$ cat src/rtl/fcs_mpc_pkg.sv
// Shared types and constants for the FCS-MPC sample-period sequencer.
package fcs_mpc_pkg;

  typedef enum logic [2:0] {
    IDLE     = 3'd0,
    CONV     = 3'd1,
    WAIT_RDY = 3'd2,
    START    = 3'd3,
    COMPUTE  = 3'd4,
    APPLY    = 3'd5,
    FAULT    = 3'd6
  } state_t;

  localparam logic [1:0] FLT_NONE   = 2'b00;
  localparam logic [1:0] FLT_OC     = 2'b01;
  localparam logic [1:0] FLT_ADC_TO = 2'b10;
  localparam logic [1:0] FLT_MPC_TO = 2'b11;

  // Shortest sample period the sequencer will run at, in clocks.
  localparam int unsigned PERIOD_MIN = 8;

endpackage

$ cat src/rtl/fcs_mpc_tick_gen.sv
// Sample-period tick generator: counts 0..P-1 with P = max(period, PERIOD_MIN).
// The period length is sampled at each wrap (and continuously while disabled),
// so a new period value only governs the period that follows the wrap.
module fcs_mpc_tick_gen
  import fcs_mpc_pkg::*;
#(
  parameter int unsigned PERIOD_W = 16
) (
  input  logic                clk,
  input  logic                rst_n,
  input  logic                enable,
  input  logic [PERIOD_W-1:0] period,
  output logic                tick
);

  logic [PERIOD_W-1:0] cnt_q;
  logic [PERIOD_W-1:0] len_q;
  logic [PERIOD_W-1:0] len_in;

  // Clamp the requested period and flag the last count of the current period.
  always_comb begin
    len_in = (period < PERIOD_W'(PERIOD_MIN)) ? PERIOD_W'(PERIOD_MIN) : period;
    tick   = enable && (cnt_q == (len_q - PERIOD_W'(1)));
  end

  // Period counter, held at zero while disabled; length reloads at each wrap.
  always_ff @(posedge clk or negedge rst_n) begin
    if (!rst_n) begin
      cnt_q <= '0;
      len_q <= PERIOD_W'(PERIOD_MIN);
    end else if (!enable) begin
      cnt_q <= '0;
      len_q <= len_in;
    end else if (tick) begin
      cnt_q <= '0;
      len_q <= len_in;
    end else begin
      cnt_q <= cnt_q + PERIOD_W'(1);
    end
  end

endmodule

$ cat src/rtl/fcs_mpc_sequencer.sv
// Sample-period sequencer for the FCS-MPC decision core: ADC trigger and
// capture, overcurrent check, core handshake, minimum-dwell gate drive,
// fault trip and overrun detection.
module fcs_mpc_sequencer
  import fcs_mpc_pkg::*;
#(
  parameter int unsigned PERIOD_W  = 16,
  parameter int unsigned DATA_W    = 8,
  parameter int unsigned ADC_TO    = 64,
  parameter int unsigned MPC_TO    = 32,
  parameter int unsigned MIN_DWELL = 2
) (
  input  logic                wb_clk_i,
  input  logic                wb_rst_ni,
  input  logic                enable_i,
  input  logic [PERIOD_W-1:0] period_i,
  input  logic [DATA_W-1:0]   ilim_i,
  input  logic                fault_clr_i,
  output logic                adc_conv_o,
  input  logic                adc_rdy_i,
  input  logic [DATA_W-1:0]   adc_il_i,
  input  logic [DATA_W-1:0]   adc_vc_i,
  input  logic [DATA_W-1:0]   adc_vg_i,
  output logic                mpc_start_o,
  output logic [DATA_W-1:0]   mpc_il_o,
  output logic [DATA_W-1:0]   mpc_vc_o,
  output logic [DATA_W-1:0]   mpc_vg_o,
  input  logic                mpc_done_i,
  input  logic                mpc_u_i,
  output logic                u_o,
  output logic                io_oeb_o,
  output logic                trip_o,
  output logic [1:0]          fault_code_o,
  output logic                overrun_o,
  output logic [15:0]         samples_o
);

  localparam int unsigned TO_MAX = (ADC_TO > MPC_TO) ? ADC_TO : MPC_TO;
  localparam int unsigned TO_W   = $clog2(TO_MAX + 1);
  localparam int unsigned DW_W   = $clog2(MIN_DWELL + 1);

  localparam logic [TO_W-1:0] ADC_LIM   = TO_W'(ADC_TO - 1);
  localparam logic [TO_W-1:0] MPC_LIM   = TO_W'(MPC_TO - 1);
  localparam logic [DW_W-1:0] DWELL_MAX = DW_W'(MIN_DWELL);
  localparam logic [DW_W-1:0] DWELL_ONE = DW_W'(1);

  state_t            state_q;
  state_t            state_d;
  logic [1:0]        fault_d;
  logic              tick;
  logic [TO_W-1:0]   to_cnt_q;
  logic [DW_W-1:0]   dwell_q;
  logic              u_lat_q;
  logic              u_q;
  logic              trip_q;
  logic [1:0]        code_q;
  logic              ovr_q;
  logic              oeb_q;
  logic [15:0]       samples_q;
  logic [DATA_W-1:0] il_q;
  logic [DATA_W-1:0] vc_q;
  logic [DATA_W-1:0] vg_q;
  logic              capture;
  logic              apply;
  logic              change;
  logic              fault_entry;
  logic              fault_exit;

  fcs_mpc_tick_gen #(
    .PERIOD_W (PERIOD_W)
  ) u_tick_gen (
    .clk    (wb_clk_i),
    .rst_n  (wb_rst_ni),
    .enable (enable_i),
    .period (period_i),
    .tick   (tick)
  );

  // Next-state and fault-cause selection; dropping enable aborts any
  // non-fault state back to IDLE.
  always_comb begin
    state_d = state_q;
    fault_d = FLT_NONE;
    case (state_q)
      IDLE:     if (tick) state_d = CONV;
      CONV:     state_d = WAIT_RDY;
      WAIT_RDY: begin
        if (adc_rdy_i) begin
          if (adc_il_i >= ilim_i) begin
            state_d = FAULT;
            fault_d = FLT_OC;
          end else begin
            state_d = START;
          end
        end else if (to_cnt_q == ADC_LIM) begin
          state_d = FAULT;
          fault_d = FLT_ADC_TO;
        end
      end
      START:    state_d = COMPUTE;
      COMPUTE:  begin
        if (mpc_done_i) begin
          state_d = APPLY;
        end else if (to_cnt_q == MPC_LIM) begin
          state_d = FAULT;
          fault_d = FLT_MPC_TO;
        end
      end
      APPLY:    state_d = IDLE;
      FAULT:    if (fault_clr_i) state_d = IDLE;
      default:  state_d = IDLE;
    endcase
    if (!enable_i && (state_q != FAULT)) begin
      state_d = IDLE;
      fault_d = FLT_NONE;
    end
  end

  // Event strobes derived from the current and next state.
  always_comb begin
    capture     = (state_q == WAIT_RDY) && adc_rdy_i && enable_i;
    apply       = (state_q == APPLY) && enable_i;
    change      = apply && (u_lat_q != u_q) && (dwell_q >= DWELL_MAX);
    fault_entry = (state_d == FAULT) && (state_q != FAULT);
    fault_exit  = (state_q == FAULT) && (state_d == IDLE);
  end

  // State register and shared handshake timeout counter (restarts on every
  // state change, so WAIT_RDY and COMPUTE each get a fresh budget).
  always_ff @(posedge wb_clk_i or negedge wb_rst_ni) begin
    if (!wb_rst_ni) begin
      state_q  <= IDLE;
      to_cnt_q <= '0;
    end else begin
      state_q <= state_d;
      if ((state_d == state_q) && ((state_q == WAIT_RDY) || (state_q == COMPUTE)))
        to_cnt_q <= to_cnt_q + TO_W'(1);
      else
        to_cnt_q <= '0;
    end
  end

  // Operand and decision capture; operands stay put until the next capture.
  always_ff @(posedge wb_clk_i or negedge wb_rst_ni) begin
    if (!wb_rst_ni) begin
      il_q    <= '0;
      vc_q    <= '0;
      vg_q    <= '0;
      u_lat_q <= 1'b0;
    end else begin
      if (capture) begin
        il_q <= adc_il_i;
        vc_q <= adc_vc_i;
        vg_q <= adc_vg_i;
      end
      if ((state_q == COMPUTE) && mpc_done_i)
        u_lat_q <= mpc_u_i;
    end
  end

  // Gate drive with minimum-dwell rule and completed-sample counter.
  always_ff @(posedge wb_clk_i or negedge wb_rst_ni) begin
    if (!wb_rst_ni) begin
      u_q       <= 1'b0;
      dwell_q   <= DWELL_MAX;
      samples_q <= '0;
    end else begin
      if ((state_d == FAULT) || !enable_i)
        u_q <= 1'b0;
      else if (change)
        u_q <= u_lat_q;
      if (apply) begin
        if (change)
          dwell_q <= DWELL_ONE;
        else if (dwell_q < DWELL_MAX)
          dwell_q <= dwell_q + DW_W'(1);
        samples_q <= samples_q + 16'd1;
      end
    end
  end

  // Sticky trip/fault code, sticky overrun and pad output enable.
  always_ff @(posedge wb_clk_i or negedge wb_rst_ni) begin
    if (!wb_rst_ni) begin
      trip_q <= 1'b0;
      code_q <= FLT_NONE;
      ovr_q  <= 1'b0;
      oeb_q  <= 1'b1;
    end else begin
      if (fault_entry) begin
        trip_q <= 1'b1;
        code_q <= fault_d;
      end else if (fault_exit) begin
        trip_q <= 1'b0;
        code_q <= FLT_NONE;
      end
      if (tick && (state_q != IDLE) && (state_q != FAULT))
        ovr_q <= 1'b1;
      else if (fault_clr_i)
        ovr_q <= 1'b0;
      oeb_q <= (state_d == FAULT) ? 1'b0 : ~enable_i;
    end
  end

  // Output decode; strobes are suppressed in the cycle enable drops.
  always_comb begin
    adc_conv_o   = (state_q == CONV) && enable_i;
    mpc_start_o  = (state_q == START) && enable_i;
    mpc_il_o     = il_q;
    mpc_vc_o     = vc_q;
    mpc_vg_o     = vg_q;
    u_o          = u_q;
    io_oeb_o     = oeb_q;
    trip_o       = trip_q;
    fault_code_o = code_q;
    overrun_o    = ovr_q;
    samples_o    = samples_q;
  end

endmodule

$ cat config.mk
export PLATFORM = sky130hd
export DESIGN_NAME = fcs_mpc_sequencer
export DESIGN_NICKNAME = d
export VERILOG_FILES = /design/src/rtl/fcs_mpc_pkg.sv /design/src/rtl/fcs_mpc_tick_gen.sv /design/src/rtl/fcs_mpc_sequencer.sv
export SDC_FILE = /design/constraint.sdc
export NUM_CORES = 1
export LEC_CHECK = 0
export ABC_AREA = 1
export BUFFER_PORTS_ARGS = -buffer_cell sky130_fd_sc_hd__buf_2
export CAP_MARGIN = 5
export CORE_MARGIN = 1.5
export CORE_UTILIZATION = 55
export CTS_CLUSTER_DIAMETER = 120
export DETAILED_ROUTE_END_ITERATION = 16
export GPL_ROUTABILITY_DRIVEN = 1
export PLACE_DENSITY = 0.8
export SYNTH_ARGS = -nofsm -noshare
export SYNTH_HDL_FRONTEND = slang
export SYNTH_SLANG_ARGS = --single-unit
$ cat constraint.sdc
create_clock -name wb_clk_i -period 2.21 [get_ports wb_clk_i]
set_input_delay 0.663 -clock wb_clk_i [delete_from_list [all_inputs] [get_ports wb_clk_i]]
set_output_delay 0.663 -clock wb_clk_i [all_outputs]
set_load 0.005 [all_outputs]
### Yosys cells after proc, flatten, opt, wreduce, memory -nomap -nowiden

Index checks and enable logic that the tools add are counted.

| operators by class | value |
|---|---|
| add/sub/neg operators | 5 |
| order comparisons | 4 |
| equality and inequality tests | 14 |
| reduce and logical (&&, ||, !) cells | 26 |
| mux-type cells | 33 |
| bitwise gates (word level) | 1 |

Operator list:

| cell | count |
|---|---|
| 16-bit 2-to-1 mux | 5 |
| 16-bit by 1-bit adder with 16-bit output (second input constant) | 2 |
| 3-bit 2-to-1 mux | 8 |
| 2-bit 2-to-1 mux | 9 |
| 3-bit case mux with 6 select lines | 1 |
| 16-bit equality test | 1 |
| 16-bit by 4-bit < comparator with 1-bit output (second input constant) | 1 |
| 16-bit by 1-bit subtractor with 16-bit output (second input constant) | 1 |
| 1-bit logical AND | 15 |
| 3-bit equality test (second input constant) | 4 |
| 8-bit >= comparator | 1 |
| 1-bit 2-to-1 mux | 8 |
| 2-bit nonzero test | 4 |
| 7-bit by 1-bit adder with 7-bit output (second input constant) | 1 |
| 7-bit by 5-bit equality test with 1-bit output (second input constant) | 1 |
| 7-bit by 6-bit equality test with 1-bit output (second input constant) | 1 |
| 7-bit 2-to-1 mux | 1 |
| 3-bit by 2-bit equality test with 1-bit output (second input constant) | 2 |
| 3-bit zero test | 2 |
| 2-bit case mux with 2 select lines | 1 |
| 3-bit by 1-bit equality test with 1-bit output (second input constant) | 1 |
| 3-bit equality test | 1 |
| 3-bit != test (second input constant) | 1 |
| 3-bit nonzero test | 1 |
| other kinds (9) | 10 |

| word-level totals | value |
|---|---|
| output and inout port bits | 48 |
| logic and storage cells | 98 |
| flip-flop bits (word level) | 91 |
| input port bits | 55 |

### Depth between registers and ports, before layout

| depth | value |
|---|---|
| depth in word-level cells | 10 |
| gate-level depth with buffers | 16 |
| gate-level depth less buffers | 16 |

### Cells and area by module

From an unflattened synthesis, not the netlist that was laid out.

| second synthesis, totals | value |
|---|---|
| cell total of the unflattened synthesis | 611 |
| area, all modules | 5082.4 µm² |

Modules (own cells, without submodules):

| module | cells an instance | sequential area each (µm²) | times used | area an instance (µm²) |
|---|---|---|---|---|
| fcs_mpc_sequencer | 280 | 1478.9 | 1 | 2856.5 |
| fcs_mpc_tick_gen | 331 | 802.0 | 1 | 2225.9 |

### Least setup slack after synthesis

No wires, ideal clock.

| path | value |
|---|---|
| path kind | input to register |
| start | in ilim_i[1] |
| end | reg to_cnt_q[0] |
| buffers on the path | 0 |
| slack | 0.168 ns |
| data required time | 2.137 ns |
| setup time | 0.073 ns |
| stages | 12 |
| arrival | 1.969 ns |
| cells stage by stage | inv_1 > ha_1 > a21oi_1 > o21ai_0 > nand2_1 > o2111ai_1 > nand2_1 > nand2_1 > nand2_1 > xor2_1 > nand3_2 > nor2_1 |

| between the ends | value |
|---|---|
| longest elaborated chain between the ends | 8 |

RTL lines:

| item | RTL line | text |
|---|---|---|
| start, declared | fcs_mpc_sequencer.sv:17 | `input logic [DATA_W-1:0] ilim_i,` |
| 8-bit >= comparator | fcs_mpc_sequencer.sv:89 | `if (adc_il_i >= ilim_i) begin` |
| 3-bit 2-to-1 mux | fcs_mpc_sequencer.sv:89 |  |
| 3-bit 2-to-1 mux | fcs_mpc_sequencer.sv:88 | `if (adc_rdy_i) begin` |
| 3-bit case mux with 6 select lines | fcs_mpc_sequencer.sv:84 | `case (state_q)` |
| 3-bit 2-to-1 mux | fcs_mpc_sequencer.sv:113 | `if (!enable_i && (state_q != FAULT)) begin` |
| 3-bit equality test | fcs_mpc_sequencer.sv:136 | `if ((state_d == state_q) && ((state_q == WAIT_RDY) \|\| (state_q == COMPUTE)))` |
| 1-bit logical AND | fcs_mpc_sequencer.sv:136 |  |
| 7-bit 2-to-1 mux | fcs_mpc_sequencer.sv:136 |  |
| end signal, assigned | fcs_mpc_sequencer.sv:137 | `to_cnt_q <= to_cnt_q + TO_W'(1);` |
| end, declared | fcs_mpc_sequencer.sv:51 | `logic [TO_W-1:0] to_cnt_q;` |

Every way passes these cells.
A chain may end at the register's enable or synchronous reset.

### Worst setup path after layout

| path | value |
|---|---|
| start | in enable_i |
| end | out adc_conv_o |

| between the ends | value |
|---|---|
| longest elaborated chain between the ends | 1 |

RTL lines:

| item | RTL line | text |
|---|---|---|
| start, declared | fcs_mpc_sequencer.sv:15 | `input logic enable_i,` |
| 1-bit logical AND | fcs_mpc_sequencer.sv:207 | `adc_conv_o = (state_q == CONV) && enable_i;` |
| end, declared | fcs_mpc_sequencer.sv:19 | `output logic adc_conv_o,` |

Every way passes these cells.

==> implementation parameters <==
Parameter                              Value

Power and ir drop
  Largest voltage drop on the vdd net ... 388.5 µV
  Leakage component of the power ... 3.120 nW
  Power per standard cell area ... 596.4 nW/µm²

Clock tree
  Clk root buf ... clkbuf_8
  Insertion delay of the later-clocked pin in the worst-skew pair ... 0.36 ns
  Total number of H-tree levels ... 3
  Clock sink count ... 91
  Count of hold-fix buffers inserted at cts ... 0
  CTS buffer count ... 9
  Clock transition at the registers of the reported paths ... 0.09 ns
  TritonCTS clock tree ... done
  Number of buffers between clock root and the deepest sink ... 2

Setup path
  Data arrival time of the critical path ... 1.41 ns
  Critical setup path kind ... in -> out
  Reg-to-Reg Start ... u_tick_gen.len_q[0]
  Critical Path Sink Type ... output pin
  Setup crit start kind ... primary input
  Required time reported for the critical path endpoint ... 1.55 ns
  Capture instance of the worst register-to-register path ... u_tick_gen.len_q[3]
  Slack of the worst reg-to-reg path ... 0.16 ns
  CP Max Fanout ... 14
  Worst-case reg-to-reg path depth ... 14

Placement
  GP Congestion ... 0.9026
  Detailed placer's ending HPWL ... 8.491 mm
  Buffers on Ports ... 102

Finish
  Share of cells above drive strength 1 ... 30.34%
  Final Core Density ... 68.55%
  Commonest cells after routing, fill and taps aside ... nand2_1 (114), buf_2 (101), dfrtp_1 (87)
  Layout-stage area growth over the synthesis result ... 20.53%
  Most common cell after layout, fill and taps aside ... nand2_1
  Fin nets ... 765
  Antenna cell count ... 0

Detailed routing
  Pre-Repair DR Iteration Count ... 5
  Final Routed Wirelength ... 11.12 mm
  Starting DRT DRC Count ... 197
  Routed length per placed instance ... 13.73 µm
  Detailed-route via count ... 4251
  Number of nets still failing antenna checks after routing ... 0
  DRC Markers ... 0
  Vias per cell ... 5.248

Yosys
  Async set-reset flop share out of synthesis ... 100.0%
  Yosys warnings ... 0
  Average cell area after synthesis ... 8.671 µm²
  Total standard cell area after synthesis ... 4960 µm²
  Gate count of the mapped netlist ... 572
  EDFF count, synth ... 0
  Portion of the post-synthesis area used by sequential elements ... 45.99%
  Synth cell types ... 41
  Number of nets in the synthesized netlist ... 640
  Predominant post-synthesis flop cell ... dfrtp_1
  Yosys reg bits ... 91

Floorplan
  Die Span Y ... 97.96 µm
  Core area ... 8721 µm²
  Ports ... 103
  Die Wd ... 97.96 µm
  Area of the die ... 9596 µm²
  # rows ... 34
  Initial cell density of the core ... 56.87%

Timing
  Fin. Hold Viols ... 0
  Slew headroom ... 67.37%
  Final period demand of the worst path ... 2.074 ns
  Total Negative Setup Slacks ... 0 ns
  Unrepaired setup endpoints after global routing ... no
  Final setup fails ... 0
  Max-slew violation count ... 0
  Worst clock skew ... 0.008069 ns
  Worst slew pin tran ... 0.4894 ns
  Fin crit share ... 93.86%
  Maximum operating frequency ... 0.4821 GHz

Global route
  Initial antenna violation count ... 0
  Total Routing Usage GR ... 23.99%
  Number of global-route vias before repair ... 4278
  Wire length of the first global-routing pass ... 18.80 mm
  Maximum number of pins on one net before global-route repair ... 37
  Gr ovfl total ... 0

Run status
  Status ... finished clean

Flow run
  Max-cap viol count ... 0

Min path
  Path type of the worst min-delay path ... in -> async
[routing by layer]
| layer | GRT usage (%) | part of all wire [%] | routed length, µm |
|---|---|---|---|
| met5 | 0 | 0 | 0 |
| met4 | 7.692 | 2.1 | 231 |
| met1 | 27.91 | 40 | 4501 |
| met2 | 42.49 | 51 | 5714 |
| met3 | 7.015 | 6.1 | 678 |
[power breakdown]
group	total, W	switching, W	internal [W]
Clock	0.00123	0.000605	0.000624
Sequential	0.00183	0.0000694	0.00176
Combinational	0.000506	0.000274	0.000232
Total	0.00357	0.000949	0.00262
[Yosys cell counts, types with 5 or more instances]
master   number  area, µm²
a21oi_1      14      70.07
dfrtp_1      88       2202
ha_1         13      162.7
inv_1        82      307.8
mux2_2       23      259.0
nand2_1     115      431.7
nand3_1      42      210.2
nand3_2       5      50.05
nand4_1       9      56.30
nor2_1       61      229.0
nor2_2       13      81.33
nor3_1        8      40.04
o21ai_0      18      90.09
xnor2_1      13      113.9
xor2_1       19      166.4
[worst max-delay path, cell delays in order]
cell,delay (ns)
buf_2,0.12
buf_4,0.26
inv_1,0.12
nor2_1,0.13
buf_2,0.12
[logic make-up after synthesis]
kind of cell	synth area share, %
AOI/OAI and AO/OA	4.693
xor gates and xnor gates	5.651
adders and majority gates	3.280
buffers and inverters	7.795
DFF	45.99
muxes	5.222
and+or+nand+nor	27.37
[how the worst max path moves through the flow]
stage	from	endpoint	slack, ns	cells past startpoint
2_1_floorplan	ilim_i[1]	to_cnt_q[0]	0.17	12
3_3_place_gp	ilim_i[1]	to_cnt_q[2]	-0.08	13
3_5_place_dp	ilim_i[7]	to_cnt_q[1]	-0.18	13
4_1_cts	u_tick_gen.len_q[0]	u_tick_gen.len_q[15]	0.01	14
5_1_grt	u_tick_gen.len_q[0]	u_tick_gen.cnt_q[15]	0.004	15
6_report	enable_i	adc_conv_o	0.14	5
[state kept, by name, indices dropped and copies added (netlist names), 2 cells and up]
| signal | cells |
|---|---|
| dwell_q | 2 |
| fault_code_o | 2 |
| mpc_il_o | 8 |
| mpc_vc_o | 8 |
| mpc_vg_o | 8 |
| samples_o | 16 |
| state_q | 3 |
| to_cnt_q | 7 |
| u_tick_gen.cnt_q | 16 |
| u_tick_gen.len_q | 16 |
[timing repair]
item                       CTS  global route
setup endpoints to repair    3            40
buffers inserted             0             3
cloned                       1             0
resized for setup            0            13
pin swaps                    1             4
[final cells by class]
class,count,area (µm²)
Clock buffer,12,165.2
Clock inverter,4,56.30
Fill cell,683,2743
Inverter,85,319.1
Multi-Input combinational cell,389,2352
Sequential cell,91,2282
Tap cell,108,135.1
Timing Repair Buffer,121,668.1
[metrics by stage]
| stage | power, W | hold slack (ns) | instances | instance area (µm²) | worst slack (ns) |
|---|---|---|---|---|---|
| floorplan | 0.002123 | 0.3674 | 572 | 4960 | 0.1685 |
| global placement | 0.002327 | 0.4460 | 790 | 5673 | -0.07547 |
| detailed placement | 0.002351 | 0.4581 | 790 | 5673 | -0.1803 |
| CTS | 0.003573 | 0.2631 | 807 | 5906 | 0.01086 |
| global route | 0.003730 | 0.2747 | 810 | 5978 | 0.004249 |
| finish | 0.003565 | 0.2600 | 810 | 5978 | 0.1356 |
(Power assumes the default switching activity.)
